**src/rtl/de0_mem_arb_pkg.sv**
```systemverilog
// Shared constants and read-pipeline record for the on-chip RAM arbiter.
// No logic, so no latency.
// No flow control of its own.
package de0_mem_arb_pkg;

  localparam int ADDR_W    = 14;
  localparam int DATA_W    = 32;
  localparam int BE_W      = DATA_W / 8;
  localparam int NUM_WORDS = 8960;

  // Populated depth at address width, so the range compare needs no widening
  localparam logic [ADDR_W-1:0] NUM_WORDS_A = ADDR_W'(NUM_WORDS);

  // One read slot in flight: who asked, and whether it fell past the populated depth
  typedef struct packed {
    logic valid;
    logic id;
    logic oor;
  } rd_pipe_t;

endpackage

```
**src/rtl/de0_rr_arb2.sv**
```systemverilog
// Two-requester round-robin grant; the loser of a contention wins next time.
// Grant is combinational from requests and last_grant; last_grant updates on acceptance.
// A losing requester is expected to hold its request; it wins no later than next cycle.
module de0_rr_arb2 (
  input  logic clk,
  input  logic reset_n,
  input  logic req0,
  input  logic req1,
  output logic grant0,
  output logic grant1
);

  // 1 means requester 1 won most recently, so requester 0 takes the next contention
  logic last_grant;

  // Lone requester always wins; on contention the one not granted last wins
  always_comb begin
    grant0 = req0 & (~req1 | last_grant);
    grant1 = req1 & (~req0 | ~last_grant);
  end

  // Remember the winner of every accepted cycle
  always_ff @(posedge clk or negedge reset_n) begin
    if (!reset_n) begin
      last_grant <= 1'b1;
    end else if (req0 | req1) begin
      last_grant <= grant1;
    end
  end

endmodule

```
**src/rtl/de0_onchip_mem_arb.sv**
```systemverilog
// Round-robin shares the single-port on-chip RAM between two Avalon-MM masters.
// Command path combinational; read data returns 2 cycles after acceptance.
// Loser of a contention sees waitrequest for one cycle; out-of-range writes accepted and dropped.
import de0_mem_arb_pkg::*;

module de0_onchip_mem_arb (
  input  logic              clk,
  input  logic              reset_n,
  input  logic [ADDR_W-1:0] m0_address,
  input  logic [BE_W-1:0]   m0_byteenable,
  input  logic              m0_read,
  input  logic              m0_write,
  input  logic [DATA_W-1:0] m0_writedata,
  output logic              m0_waitrequest,
  output logic [DATA_W-1:0] m0_readdata,
  output logic              m0_readdatavalid,
  input  logic [ADDR_W-1:0] m1_address,
  input  logic [BE_W-1:0]   m1_byteenable,
  input  logic              m1_read,
  input  logic              m1_write,
  input  logic [DATA_W-1:0] m1_writedata,
  output logic              m1_waitrequest,
  output logic [DATA_W-1:0] m1_readdata,
  output logic              m1_readdatavalid,
  output logic [ADDR_W-1:0] mem_address,
  output logic [BE_W-1:0]   mem_byteenable,
  output logic              mem_chipselect,
  output logic              mem_write,
  output logic [DATA_W-1:0] mem_writedata,
  output logic              mem_clken,
  output logic              mem_reset_req,
  input  logic [DATA_W-1:0] mem_readdata
);

  logic m0_req;
  logic m1_req;
  logic grant0;
  logic grant1;
  logic win_write;
  logic win_read;
  logic in_range;

  rd_pipe_t          s1;
  rd_pipe_t          s2;
  rd_pipe_t          s1_nxt;
  logic [DATA_W-1:0] rd_data;

  assign m0_req = m0_read | m0_write;
  assign m1_req = m1_read | m1_write;

  de0_rr_arb2 u_arb (
    .clk     (clk),
    .reset_n (reset_n),
    .req0    (m0_req),
    .req1    (m1_req),
    .grant0  (grant0),
    .grant1  (grant1)
  );

  assign m0_waitrequest = m0_req & ~grant0;
  assign m1_waitrequest = m1_req & ~grant1;

  // Steer the winner onto the RAM pins; when idle m0's fields pass through with no write
  always_comb begin
    mem_address    = m0_address;
    mem_byteenable = m0_byteenable;
    mem_writedata  = m0_writedata;
    win_write      = grant0 & m0_write;
    win_read       = grant0 & m0_read & ~m0_write;
    if (grant1) begin
      mem_address    = m1_address;
      mem_byteenable = m1_byteenable;
      mem_writedata  = m1_writedata;
      win_write      = m1_write;
      win_read       = m1_read & ~m1_write;
    end
  end

  // A read+write request counts as a write only, so it never enters the read pipe
  assign in_range       = mem_address < NUM_WORDS_A;
  assign mem_write      = win_write & in_range;
  assign mem_chipselect = mem_write;
  assign mem_clken      = reset_n;
  assign mem_reset_req  = 1'b0;

  // Describe the read being issued this cycle
  always_comb begin
    s1_nxt       = '0;
    s1_nxt.valid = win_read;
    s1_nxt.id    = grant1;
    s1_nxt.oor   = ~in_range;
  end

  // Two-stage read return; reset flushes anything in flight
  always_ff @(posedge clk or negedge reset_n) begin
    if (!reset_n) begin
      s1      <= '0;
      s2      <= '0;
      rd_data <= '0;
    end else begin
      s1 <= s1_nxt;
      s2 <= s1;
      if (s1.valid) begin
        rd_data <= s1.oor ? '0 : mem_readdata;
      end
    end
  end

  assign m0_readdata      = rd_data;
  assign m1_readdata      = rd_data;
  assign m0_readdatavalid = s2.valid & (s2.id == 1'b0);
  assign m1_readdatavalid = s2.valid & (s2.id == 1'b1);

endmodule

```
**config.mk**
```make
export PLATFORM = sky130hd
export DESIGN_NAME = de0_onchip_mem_arb
export DESIGN_NICKNAME = d
export VERILOG_FILES = /design/src/rtl/de0_mem_arb_pkg.sv /design/src/rtl/de0_rr_arb2.sv /design/src/rtl/de0_onchip_mem_arb.sv
export SDC_FILE = /design/constraint.sdc
export NUM_CORES = 1
export LEC_CHECK = 0
export ABC_AREA = 1
export BUFFER_PORTS_ARGS = -buffer_cell sky130_fd_sc_hd__buf_2
export CORE_AREA = 2 2 100 102
export DETAILED_ROUTE_END_ITERATION = 10
export DIE_AREA = 0 0 102 104
export GPL_TIMING_DRIVEN = 0
export PLACE_DENSITY_LB_ADDON = 0.25
export SYNTH_ARGS = -nofsm -noshare
export SYNTH_HDL_FRONTEND = slang
export SYNTH_HIERARCHICAL = 1
export SYNTH_SLANG_ARGS = --single-unit
```
**constraint.sdc**
```tcl
create_clock -name clk -period 3.6 [get_ports clk]
set_input_delay 0.54 -clock clk [delete_from_list [all_inputs] [get_ports clk]]
set_output_delay 0.54 -clock clk [all_outputs]
set_load 0.01 [all_outputs]
```
==> run_results.csv, run 1 <==
group,metric,value,unit
sta,finalCritPeriodShare,70.9,%
cts,htree_num_levels,2,
setup_path,critPathMaxStageDelay,0.22,ns
hold_path,min_path_type,"reg -> reg",
sta,worst_slew_pin_slew,0.887,ns
floorplanning,core_area,9550,um2
sta,final_hold_viol_count,0,
floorplanning,die_h,104,um
drt,totalWireLength,9230,um
synth,synthFlopType,"dfrtp_1",
sta,fin_worst_skew,0.00964,ns
cells_and_area,drive_above_1_share,51.0,%
power_and_ir_drop,clkPwrFrac,20.0,%
synth,ys_types,22,
global_routing,grt_pass1_vias,3040,
synth,synth_edf_count,0,
sta,post-route-min-period,2.55,ns
drt,vias,3207,
cts,cts_tree,"built",
placement,hpwl,7950,um
power_and_ir_drop,p_leak,0.00263,uW
cts,cts-root-buf,"clkbuf_8",
synth,syn_nets,515,
setup_path,critPathArrivalTime,2.01,ns
sta,slew_headroom,40.9,%
status,status,"finished, final reports clean",
setup_path,crit_type,"in -> out",
floorplanning,start_util,26.7,%
cts,cts_buffers,5,
job,max_cap_violations,0,
synth,synth_top_area_share,36.3,%
cells_and_area,fin_area,4150,um2
placement,numPortBuffers,258,
cts,cts_resized,0,
synth,synth_commonest_cells,"nand2_1, buf_4, inv_1, dfrtp_1, o21ai_0",
sta,setup_viol,0,
synth,syn_inst,377,
floorplanning,fp-row-count,36,
global_routing,grt_antenna_before_repair,0,
drt,wl_per_cell,11.9,um
power_and_ir_drop,p_seq_share,29.4,%
cts,hold_buffers,0,
synth,yosys.area.top_type,"dfrtp_1",
sta,drv_slew,0,
floorplanning,die_w,102,um
global_routing,grt_max_degree,40,
cells_and_area,syn2layout_area_growth,62.6,%
setup_path,cp_data_required_time,3.06,ns
cts,clock_latency,0.29,ns
cts,clockBufferDepth,2,
cells_and_area,antennaDiodeCount,0,
synth,syn_area_per_cell,6.76,um2
power_and_ir_drop,ir_drop,0.163,mV
drt,via_per_inst,4.13,
cts,clkTransAtPathRegs,0.08,ns
setup_path,cpMaxStageDelayCell,"a21oi_1",
drt,antenna_left,0,
synth,ys_warn_count,6,
setup_path,critPathLaunchType,"input port",
placement,dpl_cell_area,4010,um2
synth,synth_area_leaders,"dfrtp_1, nand2_1, buf_4",
floorplanning,dieArea,10600,um2
synth,synth_seq_cells,38,
global_routing,grt_pass1_wl,14400,um
synth,async_flop_share,100,%
drt,drt_first_pass_iters,4,
global_routing,grt.total_usage,16.9,%
power_and_ir_drop,p_per_area,524,nW/um2
cts,post_cts_buffers,0,
drt,drtIter0Drc,74,
sta,tns,0,ns
cts,cts.sinks,38,
power_and_ir_drop,p_switching,822,uW
drt,drc,0,
sta,timing.fmax,392,MHz
cells_and_area,layout.nets,780,
synth,mappedNetlistArea,2550,um2
power_and_ir_drop,p_int,1350,uW
global_routing,overflow,0,
setup_path,critPathMaxFanout,9,
power_and_ir_drop,pwr-share-comb,50.6,%
synth,seq_area_frac_synth,37.3,%
floorplanning,pin_count,260,
setup_path,cp-end-kind,"primary output",
power_and_ir_drop,p_sw_share,37.8,%
setup_path,path_cells,"buf_2 > inv_1 > nand2_1 > a21oi_1 > buf_6 > inv_4 > nand2_1 > nand2_2 > nand2_2 > nand3_2 > a21oi_2 > buf_4 > buf_2",
synth,synthMostInstantiatedCell,"nand2_1",
sta,rsz0062_at_grt,"no",
placement,gp_congestion,0.887,
## critical path, delay by kind of cell
family,cells,cell delay (ns)
buffers and inverters,6,0.67
AOI/OAI and AO/OA,2,0.38
and+or+nand+nor,5,0.43
## kinds of logic after synthesis
logic type	count (synthesis)	synth area share, %
simple gates	199	32.7
buf+inv	101	22.2
compound gates	38	7.61
flops	38	37.3
other cells	1	0.147
## cells in the final DEF (no fill, tap or decap)
cell,n
buf_2,262
nand2_1,155
inv_1,44
buf_4,44
dfrtp_1,37
o21ai_0,33
nand3_1,32
clkbuf_1,6
nand2_2,5
clkbuf_8,5
a21oi_1,3
buf_6,2
nand2_4,2
bufinv_16,2
inv_4,1
o21ai_1,1
nor2_4,1
nand3_2,1
and2_1,1
a21oi_2,1
nor2_1,1
nand4_1,1
conb_1,1
clkinv_4,1
dfstp_2,1
## cell type report
type                            count  area, um2
Multi-Input combinational cell    238       1030
Inverter                           45        171
Timing Repair Buffer              258       1290
Clock buffer                        5       68.8
Clock inverter                      3       68.8
Fill cell                        1074       5400
Sequential cell                    38        952
Buffer                             56        395
Tap cell                          133        166
## power by group through the flow
| stage | logic (uW) | registers (uW) | clock network, uW |
|---|---|---|---|
| floorplan | 575 | 691 | 0 |
| global placement | 1100 | 646 | 0 |
| detailed placement | 1110 | 650 | 0 |
| CTS | 1120 | 641 | 448 |
| global route | 1230 | 656 | 469 |
| finish | 1100 | 639 | 435 |
## final timing paths
path / start / endpoint / slack (ns) / depth (start not counted)
worst min-delay path: s1[1]$_DFF_PN0_ / s2[1]$_DFF_PN0_ / 0.36 / 0
min in group asynchronous: reset_n / m0_readdata[19]$_DFFE_PN0P_ / 0.37 / 1
worst max-delay path: m0_write / mem_write / 1.05 / 13
worst max register to register: u_arb/last_grant$_DFFE_PN1P_ / s1[0]$_DFF_PN0_ / 2.14 / 7
max in group asynchronous: reset_n / s1[0]$_DFF_PN0_ / 2.67 / 1
worst min register to register: s1[1]$_DFF_PN0_ / s2[1]$_DFF_PN0_ / 0.36 / 0
## metrics by stage
step / utilization (%) / setup slack (ns) / total power (uW) / cells / hold slack [ns]
6_report: 43.4 / 1.05 / 2170 / 776 / 0.360
5_1_grt: 43.4 / 0.909 / 2350 / 776 / 0.370
4_1_cts: 43.4 / 0.992 / 2210 / 776 / 0.355
3_5_place_dp: 42.0 / 0.993 / 1760 / 768 / 0.337
3_3_place_gp: 42.0 / 1.02 / 1750 / 768 / 0.340
2_1_floorplan: - / 1.35 / 1270 / 377 / 0.244
## state kept, by name (all words and copies together) (netlist names)
register,flops
m0_readdata,32
s1,3
u_arb/last_grant,1
s2,2
## metal layers
layer	global-route usage, %	wire, um	part of all wire, %
met5	0	0	0
met4	5.05	167	1.8
met3	3.76	805	8.7
met2	30.4	4660	50
met1	19.6	3600	39
Note: power is estimated with default switching activity, not from simulation.
==> run 2, diff against run 1 <==
- clock period: 3.6 -> 2.2 ns (I/O delays scaled with it)
==> run_results.csv, run 2 (same netlist as run 1, synthesis figures left out) <==
group,metric,value,unit
drt,met2_length,4820,um
setup_path,crit_type,"in -> out",
floorplanning,fp-row-count,36,
placement,hpwl,7950,um
cts,cts.sinks,38,
cells_and_area,fin_util,43.9,%
sta,finalCritPeriodShare,96.2,%
hold_path,min_path_type,"in -> async",
cts,cts_tree,"built",
drt,routed.top_layer,"met4",
cts,clkTransAtPathRegs,0.09,ns
cells_and_area,layout.nets,782,
floorplanning,die_h,104,um
drt,drt_first_pass_iters,4,
power_and_ir_drop,p_per_area,856,nW/um2
placement,numPortBuffers,258,
sta,tns,0,ns
setup_path,path_cells,"buf_2 > inv_1 > nand2_2 > a21oi_4 > buf_6 > inv_6 > nand2_4 > nand2_4 > nor2_4 > nand3_4 > a21oi_2 > buf_4 > buf_2",
status,status,"finished, final reports clean",
cts,hold_buffers,0,
setup_path,critPathArrivalTime,1.79,ns
floorplanning,dieArea,10600,um2
sta,drv_slew,0,
sta,final_hold_viol_count,0,
cts,cts-root-buf,"clkbuf_8",
cts,htree_num_levels,2,
drt,via_per_inst,4.16,
floorplanning,start_util,26.7,%
placement,gp_congestion,0.887,
drt,totalWireLength,9480,um
setup_path,reg2reg_to,"s1[0]$_DFF_PN0_",
power_and_ir_drop,ir_drop,0.273,mV
cells_and_area,layout_common_cells,"buf_2, nand2_1, buf_4, inv_1, dfrtp_1",
cts,clockBufferDepth,2,
setup_path,r2r_setup_slack,0.81,ns
setup_path,rr_worst_depth,7,
floorplanning,pin_count,260,
cts,cts_buffers,5,
global_routing,grt.total_usage,16.9,%
drt,antenna_left,0,
setup_path,cp_data_required_time,1.87,ns
setup_path,cpMaxStageDelayCell,"a21oi_4",
drt,drtIter0Drc,101,
cts,clock_latency,0.29,ns
sta,fin_worst_skew,0.00977,ns
cells_and_area,antennaDiodeCount,0,
drt,wl_per_cell,12.2,um
cells_and_area,drive_above_1_share,51.9,%
power_and_ir_drop,p_leak,0.00265,uW
sta,worst_slack,0.0835,ns
sta,setup_viol,0,
sta,slew_headroom,40.7,%
sta,worst_slew_pin_slew,0.889,ns
setup_path,critPathLaunchType,"input port",
sta,post-route-min-period,2.12,ns
setup_path,critPathMaxStageDelay,0.22,ns
global_routing,grt_max_degree,40,
sta,whs,0.157,ns
global_routing,grt_pass1_vias,3052,
drt,vias,3236,
placement,dp_slack,0.0126,ns
setup_path,critPathMaxFanout,6,
setup_path,rr_startpoint,"u_arb/last_grant$_DFFE_PN1P_",
setup_path,cp-end-kind,"primary output",
global_routing,overflow,0,
cells_and_area,syn2layout_area_growth,64.6,%
drt,drc,0,
drt,wl_met1,3710,um
cells_and_area,largest_reg_flops,32,
cells_and_area,final_common_cell,"buf_2",
global_routing,grt_pass1_wl,14400,um
floorplanning,die_w,102,um
sta,timing.fmax,472,MHz
placement,dpl_cell_area,4010,um2
global_routing,grt_antenna_before_repair,0,
drt,wl_met3,781,um
cells_and_area,fin_area,4200,um2
floorplanning,core_area,9550,um2
job,max_cap_violations,0,
run 2: cell types whose count changed in the layout (fill, tap and decap cells not counted), sizes merged:
cell	previous run	this run
buf	308	310
run 2: worst max-delay path by stage:
stage,end,start
floorplan,mem_write,m0_write
global placement,mem_write,m0_write
detailed placement,mem_write,m0_write
CTS,mem_write,u_arb/last_grant$_DFFE_PN1P_
global route,mem_write,m0_write
finish,mem_write,m0_write
run 2: area by class of cell:
type | count | area [um2]
Buffer | 56 | 395
Clock buffer | 5 | 68.8
Clock inverter | 3 | 68.8
Fill cell | 1078 | 5350
Inverter | 45 | 174
Multi-Input combinational cell | 238 | 1060
Sequential cell | 38 | 952
Tap cell | 133 | 166
Timing Repair Buffer | 260 | 1310
run 2: through the flow:
| step | total power [uW] | cells |
|---|---|---|
| global route | 3880 | 778 |
| CTS | 3620 | 777 |
| floorplan | 2070 | 377 |
| global placement | 2860 | 768 |
| finish | 3590 | 778 |
| detailed placement | 2890 | 768 |
run 2: worst max-delay path: cells and delay by family:
kind                   cells  cell delay (ns)
AO/OA/AOI/OAI              2             0.37
buffers and inverters      6             0.67
AND/OR/NAND/NOR            5             0.43
run 2: repair_timing:
| item | CTS | global route |
|---|---|---|
| setup buffers | 1 | 0 |
| endpoints found under the setup margin | 1 | 6 |
| pin swaps | 1 | 3 |
| cloned | 0 | 1 |
| gates resized for setup | 2 | 9 |
run 2: power by group:
part	internal [uW]	switching [uW]
combinational	873	959
sequential	899	148
clock	455	258
total	2230	1370
run 2: metal layers:
metal | vias up | global-route usage (%)
met3 | 10 | 3.76
met4 | 0 | 5.05
met5 | - | 0
met2 | 158 | 30.5
met1 | 1424 | 19.6
li1 | 1644 | -
